## src/rtl/countdown_if.sv

```systemverilog
// Handshake bundle between the timer front end and countdown_timer.
// The DUT uses the slave modport; the controlling logic uses master.
interface countdown_if #(
    parameter int DATA_WIDTH = 16
);
    logic                  load;
    logic [DATA_WIDTH-1:0] load_value;
    logic                  start;
    logic                  stop;
    logic [DATA_WIDTH-1:0] count;
    logic                  running;
    logic                  done;
    logic                  expired;

    modport master (
        output load,
        output load_value,
        output start,
        output stop,
        input  count,
        input  running,
        input  done,
        input  expired
    );

    modport slave (
        input  load,
        input  load_value,
        input  start,
        input  stop,
        output count,
        output running,
        output done,
        output expired
    );
endinterface

```

## src/rtl/countdown_timer.sv

```systemverilog
// Presettable down-counter with edge-detected start/stop and a one-cycle done pulse.
// Optional feature: define COUNTDOWN_AUTO_RELOAD_EN to reload the preset at zero instead of expiring.
module countdown_timer #(
    parameter int DATA_WIDTH = 16,
    parameter int MAX        = 99
) (
    input logic        clk,
    input logic        reset,
    countdown_if.slave bus
);
    localparam logic [DATA_WIDTH-1:0] MAX_V = DATA_WIDTH'(MAX);
    localparam logic [DATA_WIDTH-1:0] ONE   = DATA_WIDTH'(1);

    typedef enum logic [1:0] {
        IDLE,
        RUNNING,
        PAUSED,
        EXPIRED
    } state_t;

    state_t                state_q, state_d;
    logic [DATA_WIDTH-1:0] count_q, count_d;
    logic [DATA_WIDTH-1:0] reload_q, reload_d;
    logic                  done_q, done_d;
    logic                  start_z, stop_z;
    logic                  start_edge, stop_edge;
    logic                  step;
    logic [DATA_WIDTH-1:0] clamped;

    assign start_edge = bus.start & ~start_z;
    assign stop_edge  = bus.stop  & ~stop_z;
    assign clamped    = (bus.load_value > MAX_V) ? MAX_V : bus.load_value;

    always_ff @(posedge clk) begin
        if (reset) begin
            state_q  <= IDLE;
            count_q  <= '0;
            reload_q <= '0;
            done_q   <= 1'b0;
            start_z  <= 1'b0;
            stop_z   <= 1'b0;
        end else begin
            state_q  <= state_d;
            count_q  <= count_d;
            reload_q <= reload_d;
            done_q   <= done_d;
            start_z  <= bus.start;
            stop_z   <= bus.stop;
        end
    end

    // A start edge from IDLE/PAUSED counts as the first decrement, so a preset of N reaches done N cycles later.
    always_comb begin
        state_d  = state_q;
        count_d  = count_q;
        reload_d = reload_q;
        done_d   = 1'b0;
        step     = 1'b0;

        if (bus.load) begin
            count_d  = clamped;
            reload_d = clamped;
            state_d  = IDLE;
        end else begin
            case (state_q)
                RUNNING: begin
                    if (stop_edge) state_d = PAUSED;
                    else           step    = 1'b1;
                end
                IDLE, PAUSED: begin
                    if (!stop_edge && start_edge && (count_q != '0)) step = 1'b1;
                end
                default: ;
            endcase

            if (step) begin
                if (count_q > ONE) begin
                    count_d = count_q - ONE;
                    state_d = RUNNING;
                end else begin
                    done_d = 1'b1;
`ifdef COUNTDOWN_AUTO_RELOAD_EN
                    count_d = reload_q;
                    state_d = RUNNING;
`else
                    count_d = '0;
                    state_d = EXPIRED;
`endif
                end
            end
        end
    end

    assign bus.count   = count_q;
    assign bus.running = (state_q == RUNNING);
    assign bus.done    = done_q;
`ifdef COUNTDOWN_AUTO_RELOAD_EN
    assign bus.expired = 1'b0;
`else
    assign bus.expired = (state_q == EXPIRED);
`endif
endmodule

```

## src/flat_wrapper.sv

```systemverilog
// flat-port wrapper written by rule: the top's interface ports become plain ports
module countdown_timer_flat 
#(
    parameter int DATA_WIDTH = 16,
    parameter int MAX        = 99
)
  (clk, reset, bus_load, bus_load_value, bus_start, bus_stop, bus_count, bus_running, bus_done, bus_expired);
  countdown_if #(.DATA_WIDTH(DATA_WIDTH)) bus_i ();
  input logic clk;
  input logic reset;
  input wire logic [$bits(bus_i.load)-1:0] bus_load;
  input wire logic [$bits(bus_i.load_value)-1:0] bus_load_value;
  input wire logic [$bits(bus_i.start)-1:0] bus_start;
  input wire logic [$bits(bus_i.stop)-1:0] bus_stop;
  output wire logic [$bits(bus_i.count)-1:0] bus_count;
  output wire logic [$bits(bus_i.running)-1:0] bus_running;
  output wire logic [$bits(bus_i.done)-1:0] bus_done;
  output wire logic [$bits(bus_i.expired)-1:0] bus_expired;
  assign bus_i.load = bus_load;
  assign bus_i.load_value = bus_load_value;
  assign bus_i.start = bus_start;
  assign bus_i.stop = bus_stop;
  assign bus_count = bus_i.count;
  assign bus_running = bus_i.running;
  assign bus_done = bus_i.done;
  assign bus_expired = bus_i.expired;
  countdown_timer #(.DATA_WIDTH(DATA_WIDTH), .MAX(MAX)) u_core (.clk(clk), .reset(reset), .bus(bus_i));
endmodule
```

## config.mk

```make
export PLATFORM = sky130hd
export DESIGN_NAME = countdown_timer_flat
export DESIGN_NICKNAME = d
export VERILOG_FILES = /design/src/rtl/countdown_if.sv /design/src/rtl/countdown_timer.sv /design/src/flat_wrapper.sv
export SDC_FILE = /design/constraint.sdc
export NUM_CORES = 1
export LEC_CHECK = 0
export ABC_AREA = 1
export CORE_ASPECT_RATIO = 0.5
export CORE_UTILIZATION = 35
export DETAILED_ROUTE_END_ITERATION = 10
export DONT_BUFFER_PORTS = 1
export GPL_TIMING_DRIVEN = 0
export PLACE_DENSITY = 0.58
export SYNTH_ARGS = -nofsm -noshare
export SYNTH_HDL_FRONTEND = slang
export SYNTH_SLANG_ARGS = --single-unit
```

## constraint.sdc

```tcl
create_clock -name clk -period 1.9 [get_ports clk]
set_clock_uncertainty 0.05 [all_clocks]
set_input_delay 0.38 -clock clk [delete_from_list [all_inputs] [get_ports clk]]
set_output_delay 0.38 -clock clk [all_outputs]
set_load 0.01 [all_outputs]
```

* After elaboration in Yosys (flattened, before gate mapping)
Index checks and enable logic that the tools add are counted.
Word-level totals: output and inout bits 19, logic and storage cells 41, flip-flop bits (word level) 21, bits of input ports 21
Operators by class: equality and inequality tests 3, add/subtract/negate cells 1, reductions and logical operators 12, order comparisons 2, multiplexer cells 13, bitwise operators 5
Operator list (count):
- $mux 16 | 4
- $gt 16x1->1 const B | 1
- $gt 16x7->1 const B | 1
- $reduce_bool 16->1 | 1
- $sub 16x1->16 const B | 1
- $mux 2 | 4
- $reduce_bool 2->1 | 3
- $eq 2x2->1 const B | 2
- $mux 1 | 4
- $reduce_or 2->1 | 2
- $not 1->1 | 3
- $reduce_or 3->1 | 1
- $and 1x1->1 | 2
- $eq 2x1->1 const B | 1
- $logic_and 1x1->1 | 2
- $logic_not 2->1 | 1
- $pmux 1 s2 | 1
- $reduce_and 2->1 | 1
- $logic_not 1->1 | 1

* Depth between registers and ports, before layout
Gate-level depths: netlist of the first run.
depth in word-level cells 10, depth in mapped cells 14

* Least setup slack after synthesis of the first run
Ideal clock, no wire load.
path type reg2reg, from register u_core.count_q[0] (netlist: u_core.bus.count[0]), to register u_core.count_q[3] (netlist: u_core.bus.count[3]), arrival time 1440 ps, buffers on the path 1, stages on the path, launching flop included 11, clock period less this slack 1605 ps, setup slack 295 ps, setup time 115 ps, cells stage by stage dfxtp_1 > inv_1 > ha_1 > nand2_2 > nor2_4 > nand2_2 > nand2_4 > nand3_4 > buf_6 > o21ai_1 > nor2_1
On the way: cells in the longest elaborated chain, start to end 6, elaborated cells on any way between the ends 11, those cells by class 1 x add/sub; 1 x order compare; 6 x mux; 3 x reduce/logical
Ends and longest elaborated chain:
- start: declaration | RTL line countdown_timer.sv:22 | logic [DATA_WIDTH-1:0] count_q, count_d;
- start signal: assignment | RTL line countdown_timer.sv:44 | count_q <= count_d;
- branches (longest 6 deep; another with $sub 16x1->16)
Several ways; the timed one is not identified. The select of a mux whose other input is x is not followed. A chain may end at the register's enable or synchronous reset.

* Final worst setup path of the first run
from register u_core.count_q[0] (netlist: u_core.bus.count[0]), to register u_core.count_q[0] (netlist: u_core.bus.count[0])
Same word-level chain as after synthesis.

==> flow_summary.toml, run 1 <==
[floorplan]
core_area_mm2 = 0.00392
die_w_um = 93.0
dieArea_mm2 = 0.00441
num_io_pins = 40
chipHeight_um = 47.5
num_rows = 16
initial_utilization_pct = 36.9

[critical_path]
critPathSlowestCell = "dfxtp_2"
cp_top_family = "simple AND/OR/NAND/NOR gates"
cpPeakStageDelay_ns = 0.36
start_kind = "register"
worstPathRequired_ns = 2.02
end_kind = "register"
ff2ff_path_depth = 14
path_buf_inv = 4
worst-path-stages = 14
cpMostUsedCell = "nand2_1"
path_class = "register to register"
cp_data_arrival_time_ns = 1.87
worst-path-max-fanout = 10
worstPathCellList = "inv_1 > ha_4 > inv_1 > nand2_1 > nand2_1 > nor2_1 > nand2_2 > nand2_2 > inv_2 > buf_6 > nand2_1 > nand2_1 > nor2_1 > nor2_1"

[power_and_ir_drop]
p_leak_nw = 0.756
ir_drop_uv = 309
power.density_mw_per_mm2 = 791

[logic_synthesis]
yosysWarningCount = 0
synth.top_cells.by_count = "nand2_1, nor2_1, inv_1"
yosys.area.top_type_share_pct = 29.0
synth_fp_nets = 250
synth_cell_types = 26
synth_seq_cells = 21
synth_seq_area_share_pct = 29.0
syn_avg_cell_area_um2 = 6.38
yosysMostFrequentCell = "nand2_1"
synth_top_area_cell = "dfxtp_1"
synth_cells = 227
synth.area.top_cells = "dfxtp_1, nand2_1, nor2_1, inv_1, nand3_1"
synthArstFlopShare_pct = 0
ys.flop_type = "dfxtp_1"
netlist_area_mm2 = 0.00145
synth_edf_count = 0

[sta]
max-slew-margin-rel_pct = 64.2
setup_violations = 0
setup_tns_ns = 0
tightestPinTransition_ns = 0.537
final.min_clock_period_ns = 1.75
finalHoldViolations = 0
rsz0062_at_grt = "false"
max_freq_mhz = 571
report.final.slew_viol_count = 0
period_share_pct = 92.1

[cts]
cts_buffers = 3
clockBufferDepth = 2
htreeDepth = 1
cts_hold_buf = 0
path_clk_slew_ns = 0.09
cts_sinks = 21
clkLatencyLatePin_ns = 0.28
cts_tree = "yes"
cts-root-buf = "clkbuf_8"

[placed_design]
hpwl_mm = 2.61
gp_congestion = 0.831
dp.cells = 281
port_buffers = 0

[final_layout]
fillers = 462
nets = 258
diodes = 0
area_delta_synth_final_pct = 11.1
stdcell_count = 288
drive_above_1_share_pct = 15.0

[global_routing]
grt_max_degree = 14
antenna_found_initial = 0
grt_pass1_vias = 1133
grt_pass1_wl_mm = 5.49
grt_usage_pct = 16.4
grt_overflow = 0

[flow_run]
maxCapViolCount = 0

[hold_path]
hp-class = "input port to register"
hold_path_depth = 1

[drt]
wirelength_mm = 3.57
viasPerCell = 4.80
dr.pass1.iters = 4
vias = 1381
ant_nets = 0
detail_route.drc_violations = 0
routedWlPerCell_um = 12.4
drt_iter0_drc = 42

[outcome]
status = "finished clean"
-- cell families after synthesis --
logic type	share of synthesized area (%)
AO/OA/AOI/OAI	11.0
XOR/XNOR	4.84
adder cells (fa/ha/maj)	1.73
buffers and inverters	8.30
flip-flops	29.0
AND/OR/NAND/NOR	45.1
-- per-layer routing --
layer	track usage, %	part of all wire, %	vias up
met3	4.29	8.4	4
met4	3.69	0.78	0
met5	0	0	-
met2	24.9	39	53
met1	23.6	52	596
li1	-	-	728
-- worst paths after layout --
check                        end  slack [ns]                 from
min          u_core.bus.count[1]        0.10                reset
max reg2reg  u_core.bus.count[0]        0.15  u_core.bus.count[0]
min reg2reg    u_core.state_q[0]        0.46    u_core.state_q[1]
max          u_core.bus.count[0]        0.15  u_core.bus.count[0]
-- state kept, by name, indices dropped and copies added (netlist names) --
signal and flops:
u_core.bus.count 16, u_core.state_q 2, u_core.bus.done 1, u_core.start_z 1, u_core.stop_z 1
-- worst register-to-register path: cells and delay by family, from the launching register on --
family	cells	cell delay (ns)
adder cells (fa/ha/maj)	1	0.16
buffers and inverters	4	0.39
AND/OR/NAND/NOR	9	0.69
flip-flops	1	0.36
-- cells in the final DEF, fill, tap and decap left out, drive strengths merged --
cell type / n
o21bai: 2
xor2: 4
nor2: 59
dfxtp: 21
nand4: 4
ha: 2
xnor2: 4
clkbuf: 4
nand3: 13
clkinvlp: 1
a21oi: 9
nand3b: 2
a21boi: 1
nor3: 3
o21ai: 16
buf: 4
nand2: 60
inv: 25
-- layout make-up --
class                           instances  area [µm²]  area share (%)
Multi-Input combinational cell        179         930            57.8
Clock inverter                          1        7.51           0.467
Buffer                                  3        30.0            1.87
Tap cell                               54        67.6            4.20
Timing Repair Buffer                    2        15.0           0.934
Inverter                               25        93.8            5.84
Sequential cell                        21         423            26.3
Clock buffer                            3        41.3            2.57
-- where the power goes --
group	internal, mW	leakage (nW)	total, mW	switching [mW]
registers	0.475	0.173	0.543	0.0671
logic	0.160	0.561	0.407	0.246
clock network	0.149	0.0217	0.322	0.173
total	0.785	0.756	1.27	0.487
-- stage by stage --
step           utilization [%]  setup WS (ns)  instance area, µm²  power [mW]  hold WS [ns]
3_3_place_gp              38.6         0.0614                1520       0.934         0.402
5_1_grt                   41.0         0.0117                1610        1.36        0.0981
6_report                  41.0          0.150                1610        1.27         0.104
4_1_cts                   39.9         0.0411                1560        1.26         0.106
3_5_place_dp              38.6         0.0564                1520       0.936         0.404
2_1_floorplan                -          0.295                1450       0.864         0.399
-- what timing repair did --
action,4_1_cts,5_1_grt
gates resized for setup,0,5
hold endpoints to repair,0,0
buffers inserted,0,2
setup endpoints to repair,0,14
Power figures use the tool's default switching activity.
==> run 2: changes to the inputs <==
==> constraint.sdc (replaced) <==
create_clock -name clk -period 2.2 [get_ports clk]
set_clock_uncertainty 0.05 [all_clocks]
set_input_delay 0.44 -clock clk [delete_from_list [all_inputs] [get_ports clk]]
set_output_delay 0.44 -clock clk [all_outputs]
set_load 0.01 [all_outputs]
==> run 2 against run 1 <==
Net effect:
- sequential share of layout area up 0.58 points
- clock power down 13%
- cell area down 2.7%
- core utilization down 1.1 points
- first-iteration DRC count up 4.8%
- maximum frequency down 6.6%
- register-to-register slack better by 0.18 ns
- via count down 1.7%
- cell count down 1.0%
- sequential power down 14%
- wire length down 2.9%
- combinational power down 18%
- critical path type unchanged
- largest cell class unchanged
==> flow_summary.toml, run 2 (synthesis results as in run 1) <==
[flow_run]
maxCapViolCount = 0

[floorplan]
num_rows = 16
chipHeight_um = 47.5
initial_utilization_pct = 36.9
num_io_pins = 40
dieArea_mm2 = 0.00441
core_area_mm2 = 0.00392
die_w_um = 93.0

[cts]
htreeDepth = 1
clockBufferDepth = 2
cts_buffers = 3
ctsResizeCount = 0
cts_sinks = 21
clkLatencyLatePin_ns = 0.28
cts_hold_buf = 0
postCtsSetupRepairBufs = 0
cts_tree = "yes"
cts-root-buf = "clkbuf_8"
path_clk_slew_ns = 0.09

[power_and_ir_drop]
switchingPower_uw = 414
power_frac_seq_pct = 43.3
power.density_mw_per_mm2 = 691
p_leak_nw = 0.736
p_clk_share_pct = 25.8
intPower_uw = 666
combPwrFrac_pct = 30.9
swShare_pct = 38.4
ir_drop_uv = 265

[final_layout]
final_common_cell = "nand2_1"
final_cell_mix = "nand2_1, nor2_1, inv_1"
drive_above_1_share_pct = 12.6
largest_register_ffs = 16
nets = 255
diodes = 0
final_cell_area_mm2 = 0.00156
stdcell_count = 285
area_delta_synth_final_pct = 8.04

[drt]
vias = 1357
dr.pass1.iters = 5
viasPerCell = 4.76
ant_nets = 0
detail_route.drc_violations = 0
drt_iter0_drc = 44
wirelength_mm = 3.46
routedWlPerCell_um = 12.1

[sta]
finalHoldViolations = 0
final.min_clock_period_ns = 1.87
report.final.slew_viol_count = 0
tightestPinTransition_ns = 0.537
max-slew-margin-rel_pct = 64.2
period_share_pct = 85.2
rsz0062_at_grt = "false"
max_freq_mhz = 533
setup_tns_ns = 0
setup_violations = 0

[critical_path]
worst-path-max-fanout = 10
critPathSlowestCell = "dfxtp_1"
cpPeakStageDelay_ns = 0.38
ff2ff_path_depth = 10
start_kind = "register"
path_class = "register to register"
end_kind = "register"
worstPathRequired_ns = 2.33
path_buf_inv = 2
cpMostUsedCell = "nand2_2"
worst-path-stages = 10
worstPathCellList = "inv_1 > ha_1 > nand2_2 > nor2_4 > nand2_2 > nand2_4 > nand3_4 > buf_6 > o21ai_1 > nor2_1"
cp_data_arrival_time_ns = 2.00
cp_top_family = "simple AND/OR/NAND/NOR gates"

[global_routing]
grt_overflow = 0
antenna_found_initial = 0
met1_usage_pct = 23.6
grt_pass1_vias = 1133
grt_pass1_wl_mm = 5.49
grt_max_degree = 14
met3_usage_pct = 4.29
met2_usage_pct = 24.9
top_usage_layer = "met2"
grt_usage_pct = 16.4

[placed_design]
hpwl_mm = 2.61
port_buffers = 0
postPlaceCellArea_mm2 = 0.00152
gp_congestion = 0.831
dp.cells = 281

[outcome]
status = "finished clean"

[hold_path]
hp-class = "input port to register"
hold_path_depth = 1
==> run 2: cell types whose count changed in the layout (fill, tap and decap cells not counted), sizes merged <==
cell,change
buf,-2
nand3,-1
==> run 2: metrics by stage <==
stage,utilization (%),total power [mW],hold WS (ns),setup WS [ns]
4_1_cts,39.9,1.08,0.166,0.341
5_1_grt,39.9,1.16,0.162,0.170
3_5_place_dp,38.6,0.808,0.450,0.356
2_1_floorplan,-,0.746,0.425,0.595
6_report,39.9,1.08,0.170,0.325
3_3_place_gp,38.6,0.807,0.443,0.361
==> run 2: layout make-up <==
class / instances / area [µm²]
Fill cell: 464 / 2360
Multi-Input combinational cell: 178 / 907
Buffer: 3 / 26.3
Clock inverter: 1 / 7.51
Sequential cell: 21 / 420
Inverter: 25 / 93.8
Clock buffer: 3 / 41.3
Tap cell: 54 / 67.6
==> run 2: worst paths after layout <==
path / startpoint / to / slack (ns)
hold reg to reg: u_core.state_q[1] / u_core.state_q[0] / 0.46
setup / recovery: u_core.bus.count[0] / u_core.bus.count[2] / 0.33
hold / removal: reset / u_core.bus.count[1] / 0.17
setup reg to reg: u_core.bus.count[0] / u_core.bus.count[2] / 0.33
==> run 2: routing by layer <==
layer  part of all wire (%)  vias up
li1                       -      720
met1                     53      593
met2                     39       40
met3                    7.3        4
met4                   0.81        0
met5                      0        -
==> run 2: power groups by stage <==
stage / clock network (mW) / logic (mW) / registers (mW)
2_1_floorplan: 0 / 0.281 / 0.465
3_3_place_gp: 0 / 0.330 / 0.477
3_5_place_dp: 0 / 0.331 / 0.477
4_1_cts: 0.283 / 0.333 / 0.468
5_1_grt: 0.296 / 0.389 / 0.475
6_report: 0.279 / 0.334 / 0.468
==> run 3: changes to the inputs <==
--- a/config.mk
+++ b/config.mk
@@ -7,11 +7,11 @@
 export LEC_CHECK = 0
 export ABC_AREA = 1
 export CORE_ASPECT_RATIO = 0.5
-export CORE_UTILIZATION = 35
+export CORE_UTILIZATION = 40
 export DETAILED_ROUTE_END_ITERATION = 10
 export DONT_BUFFER_PORTS = 1
 export GPL_TIMING_DRIVEN = 0
-export PLACE_DENSITY = 0.58
+export PLACE_DENSITY = 0.63
 export SYNTH_ARGS = -nofsm -noshare
 export SYNTH_HDL_FRONTEND = slang
 export SYNTH_SLANG_ARGS = --single-unit
==> run 3 against run 2 <==
Net effect:
- largest power group unchanged
- sequential share of layout area is 0.13 points higher
- combinational power hardly changed
- maximum frequency is 2.1% higher
- non-clock buffer count stayed put
- sequential power hardly changed
- critical path depth is 4 higher
- cell count is 1.1% lower
- critical path type unchanged
- via count is 3.7% higher
==> flow_summary.toml, run 3 (synthesis results as in run 1) <==
[outcome]
status = "finished clean"

[sta]
setup_violations = 0
final.min_clock_period_ns = 1.84
max-slew-margin-rel_pct = 66.6
setup_tns_ns = 0
period_share_pct = 83.4
rsz0062_at_grt = "false"
tightestPinTransition_ns = 0.500
report.final.slew_viol_count = 0
finalHoldViolations = 0
max_freq_mhz = 545

[final_layout]
seq_area_um2 = 420
nets = 255
largest_register_ffs = 16
fillers = 387
drive_above_1_share_pct = 12.1
final_cell_mix = "nand2_1, nor2_1, inv_1"
diodes = 0
final_cell_area_mm2 = 0.00156
multi_input_area_um2 = 907
stdcell_count = 282
final_common_cell = "nand2_1"
area_delta_synth_final_pct = 7.52

[floorplan]
chipHeight_um = 44.5
dieArea_mm2 = 0.00388
num_io_pins = 40
core_area_mm2 = 0.00345
num_rows = 15
die_w_um = 87.1
initial_utilization_pct = 41.9

[critical_path]
worstPathCellList = "inv_1 > ha_1 > inv_1 > nand2_1 > nand2_1 > nor2_1 > nand2_2 > nand2_2 > inv_2 > buf_6 > nand2_1 > nand2_1 > o21ai_1 > nor2_1"
cpPeakStageDelay_ns = 0.44
ff2ff_path_depth = 14
path_buf_inv = 4
cp_top_family = "simple AND/OR/NAND/NOR gates"
cp_data_arrival_time_ns = 1.99
r2r_start = "u_core.bus.count[0]"
start_kind = "register"
rrSetupSlack_ns = 0.36
critPathSlowestCell = "dfxtp_1"
end_kind = "register"
cpMostUsedCell = "nand2_1"
worst-path-max-fanout = 10
path_class = "register to register"
r2r-end = "u_core.bus.count[11]"
worstPathRequired_ns = 2.35

[hold_path]
hp-class = "input port to register"
hold_path_depth = 1
worst_hold_path.endpoint = "u_core.bus.count[1]"
worstHoldStart = "reset"

[placed_design]
gp_congestion = 0.819
postPlaceCellArea_mm2 = 0.00151
port_buffers = 0
dp.cells = 278
hpwl_mm = 2.67

[cts]
cts_tree = "yes"
cts_hold_buf = 0
cts-root-buf = "clkbuf_8"
clkLatencyLatePin_ns = 0.26
htreeDepth = 1
clockBufferDepth = 2
path_clk_slew_ns = 0.08
cts_sinks = 21
cts_buffers = 3
ctsResizeCount = 0
postCtsSetupRepairBufs = 0

[global_routing]
grt_overflow = 0
grt_max_degree = 12
grt_usage_pct = 18.7
antenna_found_initial = 0
grt_pass1_wl_mm = 5.50
grt_pass1_vias = 1193

[power_and_ir_drop]
ir_drop_uv = 272
p_leak_nw = 0.737
power.density_mw_per_mm2 = 680

[flow_run]
maxCapViolCount = 0

[drt]
wirelength_mm = 3.46
detail_route.drc_violations = 0
ant_nets = 0
drt_iter0_drc = 51
dr.pass1.iters = 4
viasPerCell = 4.99
routedWlPerCell_um = 12.3
vias = 1407
-- run 3: area by class of cell --
class	instances	share of cell area (%)
Buffer	3	1.69
Clock buffer	4	2.89
Inverter	25	6.03
Multi-Input combinational cell	178	58.3
Sequential cell	21	27.0
Tap cell	51	4.10
-- run 3: how the worst max path moves through the flow --
stage	startpoint	endpoint	slack (ns)	depth (start not counted)
2_1_floorplan	u_core.bus.count[0]	u_core.bus.count[3]	0.60	10
3_3_place_gp	u_core.bus.count[0]	u_core.bus.count[3]	0.40	10
3_5_place_dp	u_core.bus.count[0]	u_core.bus.count[3]	0.37	10
4_1_cts	u_core.bus.count[0]	u_core.bus.count[11]	0.35	14
5_1_grt	u_core.bus.count[0]	u_core.bus.count[11]	0.14	14
6_report	u_core.bus.count[0]	u_core.bus.count[11]	0.36	14
-- run 3: through the flow --
stage	utilization, %	worst slack, ns	power, mW	hold WS [ns]
finish	45.1	0.365	1.06	0.186
global route	45.1	0.142	1.13	0.175
CTS	45.1	0.350	1.07	0.179
detailed placement	43.8	0.366	0.811	0.461
global placement	43.8	0.395	0.803	0.449
floorplan	-	0.595	0.746	0.425
-- run 3: per-layer routing --
metal | track usage (%) | wire, µm | share of wire [%]
met5 | 0 | 0 | 0
met4 | 3.00 | 11 | 0.32
met3 | 5.78 | 283 | 8.2
met2 | 30.2 | 1460 | 42
met1 | 25.0 | 1700 | 49
-- run 3: where the power goes --
group	leakage, nW	internal, mW	switching, mW	total [mW]
logic	0.542	0.128	0.207	0.335
registers	0.173	0.410	0.0586	0.468
clock network	0.0228	0.129	0.126	0.255
total	0.737	0.666	0.392	1.06
-- run 3: worst reg2reg max path, stage by stage (launching register included) --
cell and delay [ns]:
dfxtp_1 0.44, inv_1 0.11, ha_1 0.24, inv_1 0.08, nand2_1 0.05, nand2_1 0.07, nor2_1 0.05, nand2_2 0.12
nand2_2 0.08, inv_2 0.09, buf_6 0.14, nand2_1 0.06, nand2_1 0.05, o21ai_1 0.06, nor2_1 0.08
